## config.mk

```make
export PLATFORM = sky130hd
export DESIGN_NAME = des_result_collector
export DESIGN_NICKNAME = d
export VERILOG_FILES = /design/src/rtl/des_result_collector.sv
export SDC_FILE = /design/constraint.sdc
export NUM_CORES = 1
export LEC_CHECK = 0
export BUFFER_PORTS_ARGS = -buffer_cell sky130_fd_sc_hd__buf_2
export CAP_MARGIN = 20
export CELL_PAD_IN_SITES_DETAIL_PLACEMENT = 1
export CELL_PAD_IN_SITES_GLOBAL_PLACEMENT = 1
export CORE_UTILIZATION = 39
export DETAILED_ROUTE_END_ITERATION = 16
export PLACE_DENSITY_LB_ADDON = 0.15
export SETUP_SLACK_MARGIN = 0.1
export SLEW_MARGIN = 20
export SYNTH_ARGS = -nofsm -noshare
export SYNTH_HDL_FRONTEND = slang
export SYNTH_SLANG_ARGS = --single-unit
```

## constraint.sdc

```tcl
create_clock -name clk -period 8.3 [get_ports clk]
set_clock_uncertainty 0.2 [all_clocks]
set_input_delay 0.415 -clock clk [delete_from_list [all_inputs] [get_ports clk]]
set_output_delay 0.415 -clock clk [all_outputs]
set_load 0.03 [all_outputs]
```

## src/rtl/des_result_collector.sv

```systemverilog
// Result collector for a des_block array: starts all blocks, waits for every done, sums the
// per-block counters over a valid/ready stream. Optional `PER_BLOCK_DUMP_EN streams each counter first.
module des_result_collector #(
    parameter int NUM_BLOCKS = 4,
    parameter int N          = 32
) (
    input  logic                         clk,
    input  logic                         rst,
    input  logic                         cmd_start,
    input  logic                         cmd_abort,
    input  logic [NUM_BLOCKS-1:0]        block_done,
    input  logic [NUM_BLOCKS*(64-N)-1:0] block_counter,
    output logic                         start_blocks,
    output logic                         restart_blocks,
    output logic [63:0]                  out_data,
    output logic                         out_valid,
    input  logic                         out_ready,
    output logic                         out_last,
    output logic                         busy
);

    localparam int CW    = 64 - N;
    localparam int SUM_W = CW + $clog2(NUM_BLOCKS);
    localparam int IW    = (NUM_BLOCKS > 1) ? $clog2(NUM_BLOCKS) : 1;
    localparam logic [IW-1:0] LAST_IDX = IW'(NUM_BLOCKS - 1);

    typedef enum logic [2:0] {
        S_IDLE,
        S_RUN,
        S_ACCUM,
        S_EMIT,
        S_RESTART
    } state_t;

    state_t           state;
    logic [IW-1:0]    idx;
    logic [SUM_W-1:0] acc;
    logic [CW-1:0]    cur_cnt;
    logic [63:0]      sum_word;

    // NOTE: every always_comb output gets a default first so no path can infer a latch.
    always_comb begin
        cur_cnt  = block_counter[idx*CW +: CW];
        sum_word = '0;
        sum_word[SUM_W-1:0] = acc;
    end

`ifdef PER_BLOCK_DUMP_EN
    localparam int WW = $clog2(NUM_BLOCKS + 1);

    logic [CW-1:0] dump_q [NUM_BLOCKS];
    logic [WW-1:0] widx;
    logic [IW-1:0] nidx;
    logic [63:0]   first_word;
    logic [63:0]   next_word;

    // NOTE: the dump registers carry no reset; ACCUM always rewrites them before EMIT reads them.
    always_ff @(posedge clk) begin
        if (state == S_ACCUM) begin
            dump_q[idx] <= cur_cnt;
        end
    end

    always_comb begin
        nidx       = IW'(widx + WW'(1));
        first_word = '0;
        first_word[CW-1:0] = dump_q[0];
        next_word  = sum_word;
        if (int'(widx) < NUM_BLOCKS - 1) begin
            next_word = '0;
            next_word[CW-1:0] = dump_q[nidx];
        end
    end
`endif

    // NOTE: all state and registered outputs use non-blocking assignments so every flop
    // samples the pre-edge values regardless of statement order.
    always_ff @(posedge clk) begin
        if (rst) begin
            state          <= S_IDLE;
            idx            <= '0;
            acc            <= '0;
            start_blocks   <= 1'b0;
            restart_blocks <= 1'b0;
            out_data       <= '0;
            out_valid      <= 1'b0;
            out_last       <= 1'b0;
            busy           <= 1'b0;
`ifdef PER_BLOCK_DUMP_EN
            widx           <= '0;
`endif
        end else begin
            case (state)
                S_IDLE: begin
                    if (cmd_start) begin
                        state        <= S_RUN;
                        start_blocks <= 1'b1;
                        busy         <= 1'b1;
                    end
                end

                // start_blocks is high only in the first RUN cycle, which must ignore stale done bits
                S_RUN: begin
                    start_blocks <= 1'b0;
                    if (cmd_abort) begin
                        state          <= S_RESTART;
                        restart_blocks <= 1'b1;
                    end else if (!start_blocks && (&block_done)) begin
                        state <= S_ACCUM;
                        acc   <= '0;
                        idx   <= '0;
                    end
                end

                S_ACCUM: begin
                    if (cmd_abort) begin
                        state          <= S_RESTART;
                        restart_blocks <= 1'b1;
                    end else begin
                        acc <= acc + SUM_W'(cur_cnt);
                        idx <= idx + 1'b1;
                        if (idx == LAST_IDX) begin
                            state <= S_EMIT;
                        end
                    end
                end

                S_EMIT: begin
                    if (!out_valid) begin
                        out_valid <= 1'b1;
`ifdef PER_BLOCK_DUMP_EN
                        out_data  <= first_word;
                        out_last  <= 1'b0;
                        widx      <= '0;
`else
                        out_data  <= sum_word;
                        out_last  <= 1'b1;
`endif
                    end else if (out_ready) begin
                        if (out_last) begin
                            out_valid      <= 1'b0;
                            out_last       <= 1'b0;
                            state          <= S_RESTART;
                            restart_blocks <= 1'b1;
                        end
`ifdef PER_BLOCK_DUMP_EN
                        else begin
                            out_data <= next_word;
                            out_last <= (int'(widx) == NUM_BLOCKS - 1);
                            widx     <= widx + 1'b1;
                        end
`endif
                    end
                end

                S_RESTART: begin
                    restart_blocks <= 1'b0;
                    busy           <= 1'b0;
                    state          <= S_IDLE;
                end

                default: begin
                    state <= S_IDLE;
                    busy  <= 1'b0;
                end
            endcase
        end
    end

endmodule
```

; Yosys cells after proc, flatten, opt, wreduce, memory -nomap -nowiden
; Index checks and enable logic that the tools add are counted.
[totals]
ff_bits = 78
input_bits = 137
out_inout_bits = 69
[classes]
addsub = 2
n_eq_ne = 16
shifts = 1
n_mux = 30
bitwise = 2
n_reduce_logical = 16
[op_table]
columns = operator, count
row1 = $shiftx 128x8->32, 1
row2 = $mux 34, 3
row3 = $pmux 34 s2, 1
row4 = $add 34x32->34, 1
row5 = $mux 3, 8
row6 = $ne 2x2->1 const B, 7
row7 = $pmux 3 s4, 1
row8 = $mux 1, 10
row9 = $reduce_and 2->1, 4
row10 = $reduce_and 4->1, 2
row11 = $eq 3x2->1 const B, 2
row12 = $mux 2, 3
row13 = $ne 3x3->1 const B, 2
row14 = $reduce_and 6->1, 1
row15 = $reduce_and 5->1, 1
row16 = $ne 2x1->1 const B, 2
row17 = $pmux 1 s2, 2
row18 = $pmux 2 s2, 1
row19 = $reduce_bool 2->1, 2
row20 = $eq 3x1->1 const B, 1
row21 = $eq 3x3->1 const B, 1
row22 = $logic_not 3->1, 1
row23 = $pmux 1 s3, 1
row24 = $reduce_bool 3->1, 1
row25 = 7 further kinds, 8

; Depth between registers and ports, before layout
; Gate-level depths: netlist of run 1.
[depth]
word_depth = 5
ltp_mapped = 13
ltp_nobuf = 12

; Worst setup path after synthesis of run 1
; No wires, ideal clock.
[synth_path]
path_kind = register to register
start = register idx[0]
end = register acc[28]
setup_ns = 0.062
arrival_ns = 3.815
t_required_ns = 8.038
slack_ns = 4.223
path_stages_with_launch = 13
n_path_buf = 3
cell_sequence = dfxtp_1 clkbuf_1 buf_1 mux4_2 ha_1 clkbuf_2 nand2_1 or3_4 or4_4 o21ai_2 nand3_1 or4_1 nand3_1
[synth_via]
elab_chain_len = 4
[synth_lines]
columns = item, line_no
row1 = "start, declared", 36  ; logic [IW-1:0] idx;
row2 = "start signal, assigned", 121  ; idx <= idx + 1'b1;
row3 = $shiftx 128x8->32, 43  ; cur_cnt = block_counter[idx*CW +: CW];
row4 = $add 34x32->34, 120  ; acc <= acc + SUM_W'(cur_cnt);
row5 = $mux 34, 116  ; if (cmd_abort) begin
row6 = $pmux 34 s2, 93  ; case (state)
row7 = "end signal, assigned", 120
row8 = "end, declared", 37  ; logic [SUM_W-1:0] acc;
; Every way passes these cells. The select of a mux whose other input is x is not followed.
; A chain may end at the register's enable or synchronous reset.

; Worst setup path in the final report of run 1
[layout_path]
start = register idx[0]
end = register acc[30]
; Same word-level chain as after synthesis.

==> results of run 1 <==
per-layer routing:
metal / routed length (um) / vias to the layer above / track usage
met5: 0 / - / 0
met4: 258 / 0 / 0.08179
met3: 886 / 19 / 0.02679
met2: 8897 / 191 / 0.4486
met1: 7482 / 2693 / 0.2993
li1: - / 2652 / -
kinds of logic (layout without fill, tap and decap cells):
family / after synthesis / in the layout / share of synthesized area
AND/OR/NAND/NOR: 228 / 228 / 0.1837
multiplexers: 35 / 35 / 0.1357
other: 1 / 30 / 0.0006781
AO/OA/AOI/OAI: 187 / 187 / 0.2068
adder cells (fa/ha/maj): 35 / 35 / 0.08009
buffers and inverters: 87 / 210 / 0.08054
XOR/XNOR: 19 / 19 / 0.03009
flip-flops: 78 / 78 / 0.2824
synth_stat cells (all sizes together) (4+ instances only):
| cell | n | area [sq um] |
|---|---|---|
| nor2b | 6 | 37.54 |
| mux4 | 32 | 720.7 |
| xnor2 | 11 | 96.34 |
| nand2b | 5 | 31.28 |
| a31oi | 4 | 25.02 |
| dfxtp | 78 | 1562 |
| o211ai | 4 | 30.03 |
| inv | 15 | 56.30 |
| nor2 | 52 | 195.2 |
| o21a | 7 | 52.55 |
| nand3 | 11 | 55.05 |
| nand2 | 114 | 430.4 |
| clkbuf | 36 | 137.6 |
| nand4 | 7 | 43.79 |
| or4 | 4 | 33.78 |
| buf | 36 | 251.5 |
| a21o | 16 | 120.1 |
| ha | 33 | 412.9 |
| nor3 | 9 | 45.04 |
| o2111ai | 5 | 43.79 |
| a22oi | 11 | 82.58 |
| o21ai | 29 | 148.9 |
| a21oi | 89 | 445.4 |
| xor2 | 8 | 70.07 |
| or3 | 5 | 36.28 |
worst max-delay path, cell delays in order, from the launching register on:
cell	delay (ns)
dfxtp_2	0.57
buf_4	0.51
mux4_2	0.57
ha_1	0.22
inv_1	0.07
fa_1	0.20
nor2b_1	0.07
o2111ai_1	0.22
a21oi_1	0.14
o41ai_2	0.69
o31ai_1	0.24
a21oi_1	0.27
or4_1	0.15
nand3_1	0.08
sequential cells by signal, indices dropped and copies added (netlist names):
| register | count |
|---|---|
| state | 3 |
| out_valid | 1 |
| start_blocks | 1 |
| restart_blocks | 1 |
| busy | 1 |
| acc | 34 |
| idx | 2 |
| out_data | 34 |
| out_last | 1 |
final timing paths:
check / end / slack (ns) / cells past startpoint
worst max-delay path: acc[30] / 3.98 / 13
worst min-delay path: busy / 0.19 / 3
worst min register to register: out_data[16] / 0.25 / 2
worst max register to register: acc[30] / 3.98 / 13
through the flow:
step / total power [uW] / util / area [sq um] / hold slack, ns
finish: 934.6 / 0.4818 / 6688 / 0.1925
global route: 968.3 / 0.4818 / 6688 / 0.2116
CTS: 939.3 / 0.4818 / 6688 / 0.1961
detailed placement: 529.0 / 0.4602 / 6389 / 0.2451
global placement: 524.0 / 0.4601 / 6386 / 0.2428
floorplan: 489.1 / - / 5639 / 0.2488
area by class of cell:
class | count | area, sq um
fill | 1746 | 7193
multi-input combinational | 534 | 3637
tap | 180 | 225.2
inverter | 15 | 56.30
timing repair buffer | 179 | 905.9
clock buffer | 12 | 246.5
clock inverter | 4 | 52.55
sequential | 78 | 1564
power breakdown:
part           internal (uW)  leakage, uW  switching [uW]  total [uW]
Combinational           57.3      0.00217            80.3         138
Clock                    243     0.000148             169         412
Sequential               379     0.000630            6.00         385
cell usage in the layout, fill, tap and decap left out, drive strengths merged, types with 12 or more instances in the layout:
master  instances
a21o           16
a21oi          89
buf           179
clkbuf         12
conb           30
dfxtp          78
ha             33
inv            17
mux4           32
nand2         114
nor2           52
o21ai          29
==> flow_summary.yaml, run 1 <==
status:
  status: "finished clean"
sta:
  hold_violations: 0
  finalCritPeriodShare: 0.5211
  slew_violations: 0
  period_minus_slack_ns: 4.325
  fmaxAchievable_ghz: 0.2312
  final.setup.worst_slack_ns: 3.975
  tightest_slew_ns: 0.9098
  fin_setup_tns_ns: 0
  relSlewSlack: 0.3935
  setup_viol_count_final: 0
  rsz0062_at_grt: "false"
layout:
  n_antenna_cell: 0
  area_growth_syn_to_layout_pct: 20.93
  drive_gt1_frac: 0.2908
  stdcell_count: 1002
  nets: 988
floorplan:
  die-area_sq_um: 14660
  die_x_um: 121.1
  num_rows: 43
  core-area_sq_um: 13880
  start_util: 0.3984
  io_pins: 206
  die_h_um: 121.1
detailed_routing:
  ant_nets: 0
  route.detailed.drc: 0
  dr.pass1.iters: 4
  wl_um: 17520
  wl_per_cell_um: 17.49
  avgViaCountPerCell: 5.544
  drtIter0Drc: 260
  vias: 5555
clocking:
  cts_buffers: 9
  cts.repair.resized: 0
  cts.sinks: 78
  cts_setup_buffers: 0
  clkTransAtPathRegs_ns: 0.06
  clk_latency_ns: 0.35
  clockBufferDepth: 2
  cts-htree-levels: 3
  ctsRootBufferMaster: "clkbuf_16"
  cts_tree: "built"
  holdBufCountCts: 0
yosys:
  syn_area_per_cell_sq_um: 8.254
  seq_area_frac_synth: 0.2824
  async_flop_share: 0
  ys.flop_type: "dfxtp_1"
  ys_ff_latch: 78
  synth_warnings: 0
  ys_types: 60
  syn_inst: 670
  synth_edf_count: 0
  synth_area_sq_um: 5530
placed_design:
  dpl.hpwl_um: 12930
  dpl.cell_count: 986
  place_congestion: 0.8527
  pre_cts_ws_ns: 3.977
  numPortBuffers: 175
critical_path:
  startpoint_type: "register"
  arrival_ns: 4.36
  cp-startpoint: "idx[0]"
  worstPathMaxFanout: 24
  cp-end-kind: "register"
  worstSetupPathType: "reg2reg"
  worstPathRequired_ns: 8.33
  reg2reg_from: "idx[0]"
power:
  ir_drop_uv: 82.48
  powerDensity_nw_per_um2: 139.8
  p_leak_uw: 0.002951
grt:
  grt_pass1_vias: 5730
  antenna_found_initial: 0
  overflow: 0
  grt_usage: 0.2462
  grt_max_degree: 64
  grt_first_pass_wirelength_um: 28200
hold_path:
  min_from: "cmd_start"
  min_path_type: "in2reg"
run:
  cap_violations: 0
Power figures use the tool's default switching activity.
==> run 2, diff against run 1 <==
--- a/config.mk
+++ b/config.mk
@@ -9,7 +9,7 @@
 export CAP_MARGIN = 20
 export CELL_PAD_IN_SITES_DETAIL_PLACEMENT = 1
 export CELL_PAD_IN_SITES_GLOBAL_PLACEMENT = 1
-export CORE_UTILIZATION = 39
+export CORE_UTILIZATION = 33
 export DETAILED_ROUTE_END_ITERATION = 16
 export PLACE_DENSITY_LB_ADDON = 0.15
 export SETUP_SLACK_MARGIN = 0.1
==> constraint.sdc (replaced) <==
create_clock -name clk -period 3.62 [get_ports clk]
set_clock_uncertainty 0.2 [all_clocks]
set_input_delay 0.181 -clock clk [delete_from_list [all_inputs] [get_ports clk]]
set_output_delay 0.181 -clock clk [all_outputs]
set_load 0.03 [all_outputs]
==> run 2 against run 1 <==
Compared with the run above: non-clock buffer count is 40 higher; combinational power is 150% higher; cell area is 8.8% higher.
==> flow_summary.yaml, run 2 (same netlist as run 1, synthesis figures left out) <==
sta:
  final.setup.worst_slack_ns: 0.06003
  slew_violations: 0
  relSlewSlack: 0.4817
  hold_slack_ns: 0.01604
  setup_viol_count_final: 0
  fmaxAchievable_ghz: 0.2809
  tightest_slew_ns: 0.7775
  finalCritPeriodShare: 0.9834
  fin_setup_tns_ns: 0
  period_minus_slack_ns: 3.560
  rsz0062_at_grt: "true"
  hold_violations: 0
layout:
  multi_input_area_sq_um: 3817
  nFillCells: 1981
  utilization: 0.4516
  area_growth_syn_to_layout_pct: 31.58
  stdcell_count: 1078
  nets: 1028
  n_antenna_cell: 0
  layout.cells.most_common: "buf_2"
  regArea_sq_um: 1567
  layout_common_cells: "buf_2 (175), nand2_1 (112), a21oi_1 (83)"
  drive_gt1_frac: 0.3503
  largestRegisters: "acc: 34 flops, out_data: 34 flops, state: 3 flops"
placed_design:
  numPortBuffers: 175
  dpl.cell_count: 1048
  pre_cts_ws_ns: -0.09632
  place_congestion: 0.8503
  dpl.hpwl_um: 14390
detailed_routing:
  vias: 5665
  wl_um: 18760
  drtIter0Drc: 230
  ant_nets: 0
  wl_per_cell_um: 17.40
  dr.pass1.iters: 4
  route.detailed.drc: 0
  avgViaCountPerCell: 5.255
critical_path:
  critical_path_cell_count: 10
  critPathSlowestCell: "mux4_2"
  reg2reg_from: "idx[0]"
  worstPathMaxFanout: 7
  cp-startpoint: "idx[0]"
  startpoint_type: "register"
  critPathBufInv: 1
  critPathTopFamily: "simple AND/OR/NAND/NOR gates"
  arrival_ns: 3.65
  crit_chain: "buf_12, mux4_2, ha_4, nand2_2, or3_4, or4_4, o21ai_4, nand3_2, or4_4, nand3_2"
  cp-end-kind: "register"
  cpPeakStageDelay_ns: 0.54
  worstPathRequired_ns: 3.71
  ff2ff_path_depth: 10
  worstSetupPathType: "reg2reg"
grt:
  grt_first_pass_wirelength_um: 29850
  antenna_found_initial: 0
  grt_max_degree: 61
  grt_pass1_vias: 6010
  overflow: 0
  grt_usage: 0.2145
clocking:
  clockBufferDepth: 2
  cts_tree: "built"
  cts.sinks: 78
  clkTransAtPathRegs_ns: 0.06
  ctsRootBufferMaster: "clkbuf_16"
  cts-htree-levels: 3
  cts_buffers: 9
  clk_latency_ns: 0.35
hold_path:
  min_path_type: "in2reg"
  min_path_cells: 3
  min_from: "out_ready"
power:
  powerDensity_nw_per_um2: 289.3
  ir_drop_uv: 225.9
  p_leak_uw: 0.003184
floorplan:
  io_pins: 206
  core-area_sq_um: 16120
  start_util: 0.3432
  die-area_sq_um: 17280
  num_rows: 46
  die_h_um: 131.5
  die_x_um: 131.5
status:
  status: "finished clean"
run:
  cap_violations: 0
[run 2: timing repair]
action / CTS / global route
endpoints found under the hold margin: 2 / 0
resized for setup: 8 / 28
cloned: 0 / 1
hold buffers: 1 / 0
buffers inserted: 1 / 11
pin swaps: 1 / 14
setup endpoints to repair: 11 / 14
[run 2: layer usage]
| metal | wire length [um] | up-vias | GRT usage |
|---|---|---|---|
| met2 | 9622 | 140 | 0.3915 |
| met3 | 687 | 25 | 0.02894 |
| met4 | 316 | 0 | 0.07817 |
| met1 | 8129 | 2766 | 0.2536 |
| li1 | - | 2734 | - |
| met5 | 0 | - | 0 |
[run 2: area by class of cell]
type | instances | share of cell area
multi-input combinational | 534 | 0.5246
sequential | 78 | 0.2153
timing repair buffer | 219 | 0.1771
tap | 216 | 0.03714
clock buffer | 12 | 0.03387
inverter | 15 | 0.007737
clock inverter | 4 | 0.004298
[run 2: metrics by stage]
| step | total power [uW] | instance area (sq um) |
|---|---|---|
| 3_5_place_dp | 1230 | 6688 |
| 6_report | 2106 | 7277 |
| 2_1_floorplan | 1122 | 5663 |
| 5_1_grt | 2179 | 7277 |
| 3_3_place_gp | 1219 | 6688 |
| 4_1_cts | 2108 | 7017 |
[run 2: final timing paths]
path | end | slack (ns)
worst min register to register | out_data[19] | 0.25
worst max-delay path | acc[28] | 0.06
worst max register to register | acc[28] | 0.06
worst min-delay path | out_valid | 0.02
[run 2: power by group]
part | total [uW] | leakage (uW) | switching [uW] | internal (uW)
Combinational | 344 | 0.00242 | 194 | 150
Clock | 881 | 0.000137 | 393 | 488
Sequential | 881 | 0.000630 | 13.6 | 867
[run 2: tightest hold or removal path, delay by kind of cell]
family | cells | cell delay (ns)
AO/OA/AOI/OAI | 2 | 0.25
buffers and inverters | 1 | 0.09
==> run 3, diff against run 2 <==
--- a/config.mk
+++ b/config.mk
@@ -11,7 +11,7 @@
 export CELL_PAD_IN_SITES_GLOBAL_PLACEMENT = 1
 export CORE_UTILIZATION = 33
 export DETAILED_ROUTE_END_ITERATION = 16
-export PLACE_DENSITY_LB_ADDON = 0.15
+export PLACE_DENSITY = 0.88
 export SETUP_SLACK_MARGIN = 0.1
 export SLEW_MARGIN = 20
 export SYNTH_ARGS = -nofsm -noshare
==> run 3 against run 2 <==
Compared with the run above: non-clock buffer count is 7 lower; clock power is 9.6% higher; utilization is 0.49 points lower; hold slack worse by 0.0091 ns; first-iteration DRC count is 55% higher; total power is 4.2% higher; final cell count is 0.65% lower; sequential power hardly changed; largest power group is now the clock network.
==> flow_summary.yaml, run 3 (same netlist as run 1, synthesis figures left out) <==
clocking:
  clk_latency_ns: 0.36
  cts_tree: "built"
  cts_buffers: 9
  ctsRootBufferMaster: "clkbuf_16"
  clockBufferDepth: 2
  cts.sinks: 78
  clkTransAtPathRegs_ns: 0.06
  cts-htree-levels: 3
critical_path:
  ff2ff_path_depth: 14
  crit_chain: "buf_6, mux4_2, ha_1, inv_1, fa_2, nor2b_4, o2111ai_2, a21oi_4, o41ai_4, buf_4, or2_2, o21bai_1, nor2_1, a221o_1"
  worstPathMaxFanout: 5
  critPathSlowestCell: "dfxtp_4"
  critPathTopFamily: "compound AO/OA/AOI/OAI gates"
  arrival_ns: 3.57
  critPathBufInv: 3
  worstSetupPathType: "reg2reg"
  rr_endpoint: "acc[20]"
  reg2reg_from: "idx[0]"
  worstPathRequired_ns: 3.66
  rrSetupSlack_ns: 0.1
  cp-end-kind: "register"
  cpPeakStageDelay_ns: 0.37
  startpoint_type: "register"
sta:
  hold_violations: 0
  tightest_slew_ns: 0.8307
  slew_violations: 0
  period_minus_slack_ns: 3.523
  rsz0062_at_grt: "false"
  relSlewSlack: 0.4456
  fmaxAchievable_ghz: 0.2838
  finalCritPeriodShare: 0.9733
  setup_viol_count_final: 0
grt:
  grt_first_pass_wirelength_um: 30050
  grt_max_degree: 36
  antenna_found_initial: 1
  overflow: 0
  grt_pass1_vias: 6026
  grt_usage: 0.2175
layout:
  largestRegisters: "acc: 34 flops, out_data: 34 flops, state: 3 flops"
  stdcell_count: 1071
  final_cell_area_sq_um: 7198
  nFillCells: 2000
  multi_input_area_sq_um: 3797
  area_growth_syn_to_layout_pct: 30.16
  layout.cells.most_common: "buf_2"
  drive_gt1_frac: 0.3474
  regArea_sq_um: 1567
  nets: 1021
  n_antenna_cell: 0
  layout_common_cells: "buf_2 (175), nand2_1 (113), a21oi_1 (81)"
floorplan:
  start_util: 0.3432
  die-area_sq_um: 17280
  die_x_um: 131.5
  io_pins: 206
  die_h_um: 131.5
  core-area_sq_um: 16120
  num_rows: 46
hold_path:
  min_path_type: "in2reg"
  min_path_cells: 4
  min_from: "out_ready"
  whs_endpoint: "out_last"
placed_design:
  dpl_cell_area_sq_um: 6658
  numPortBuffers: 175
  place_congestion: 0.8778
  dpl.cell_count: 1049
  dpl.hpwl_um: 14100
power:
  finalPower_uw: 2193
  powerDensity_nw_per_um2: 304.7
  p_leak_uw: 0.003128
  ir_drop_uv: 228.7
detailed_routing:
  ant_nets: 0
  route.detailed.drc: 0
  drtIter0Drc: 356
  avgViaCountPerCell: 5.367
  wl_per_cell_um: 17.83
  vias: 5748
  dr.pass1.iters: 4
  wl_um: 19100
status:
  status: "finished clean"
run:
  cap_violations: 0
-- run 3: through the flow --
| step | hold slack (ns) | util | TNS [ns] | setup slack (ns) |
|---|---|---|---|---|
| 2_1_floorplan | 0.1701 | - | 0 | 0.07755 |
| 3_3_place_gp | 0.2407 | 0.4131 | 0 | 0.09307 |
| 3_5_place_dp | 0.2467 | 0.4131 | -0.01167 | -0.01167 |
| 4_1_cts | 0.01399 | 0.4366 | 0 | 0.08767 |
| 5_1_grt | 0.03814 | 0.4467 | 0 | 0.04503 |
| 6_report | 0.006954 | 0.4467 | 0 | 0.09666 |
-- run 3: power breakdown --
part | internal, uW | switching [uW]
combinational | 149 | 197
clock | 571 | 396
sequential | 867 | 13.9
total | 1590 | 606
-- run 3: final cells by class --
type / count / share of cell area
Clock inverter: 5 / 0.007996
Inverter: 15 / 0.007822
Sequential cell: 78 / 0.2176
Tap cell: 216 / 0.03755
Timing Repair Buffer: 212 / 0.1663
Multi-Input combinational cell: 534 / 0.5276
Clock buffer: 11 / 0.03511
-- run 3: worst max-delay path by stage --
stage	cells after the start	from	slack, ns	end
final	14	idx[0]	0.1	acc[20]
after global routing	14	idx[0]	0.05	acc[20]
after CTS	10	idx[0]	0.09	acc[28]
after detailed placement	10	idx[0]	-0.01	acc[28]
after global placement	13	idx[0]	0.09	acc[30]
after floorplan	12	idx[0]	0.08	acc[28]
-- run 3: tightest hold or removal path, cell delays in order --
cell	delay, ns
buf_2	0.09
inv_1	0.03
o21ai_0	0.15
a21oi_1	0.06
-- run 3: what timing repair did --
action | CTS | global route
pin swaps | 3 | 9
setup endpoints to repair | 6 | 17
gates resized for setup | 9 | 32
gates cloned | 0 | 0
endpoints found under the hold margin | 2 | 0
setup buffers | 2 | 3
hold buffers | 1 | 0
-- run 3: layer usage --
metal	vias up	part of all wire	GRT usage	routed length (um)
met5	-	0.00052	0	10
met4	2	0.018	0.07623	343
met3	26	0.068	0.04630	1300
met2	202	0.51	0.3924	9770
met1	2794	0.40	0.2514	7675
li1	2724	-	-	-
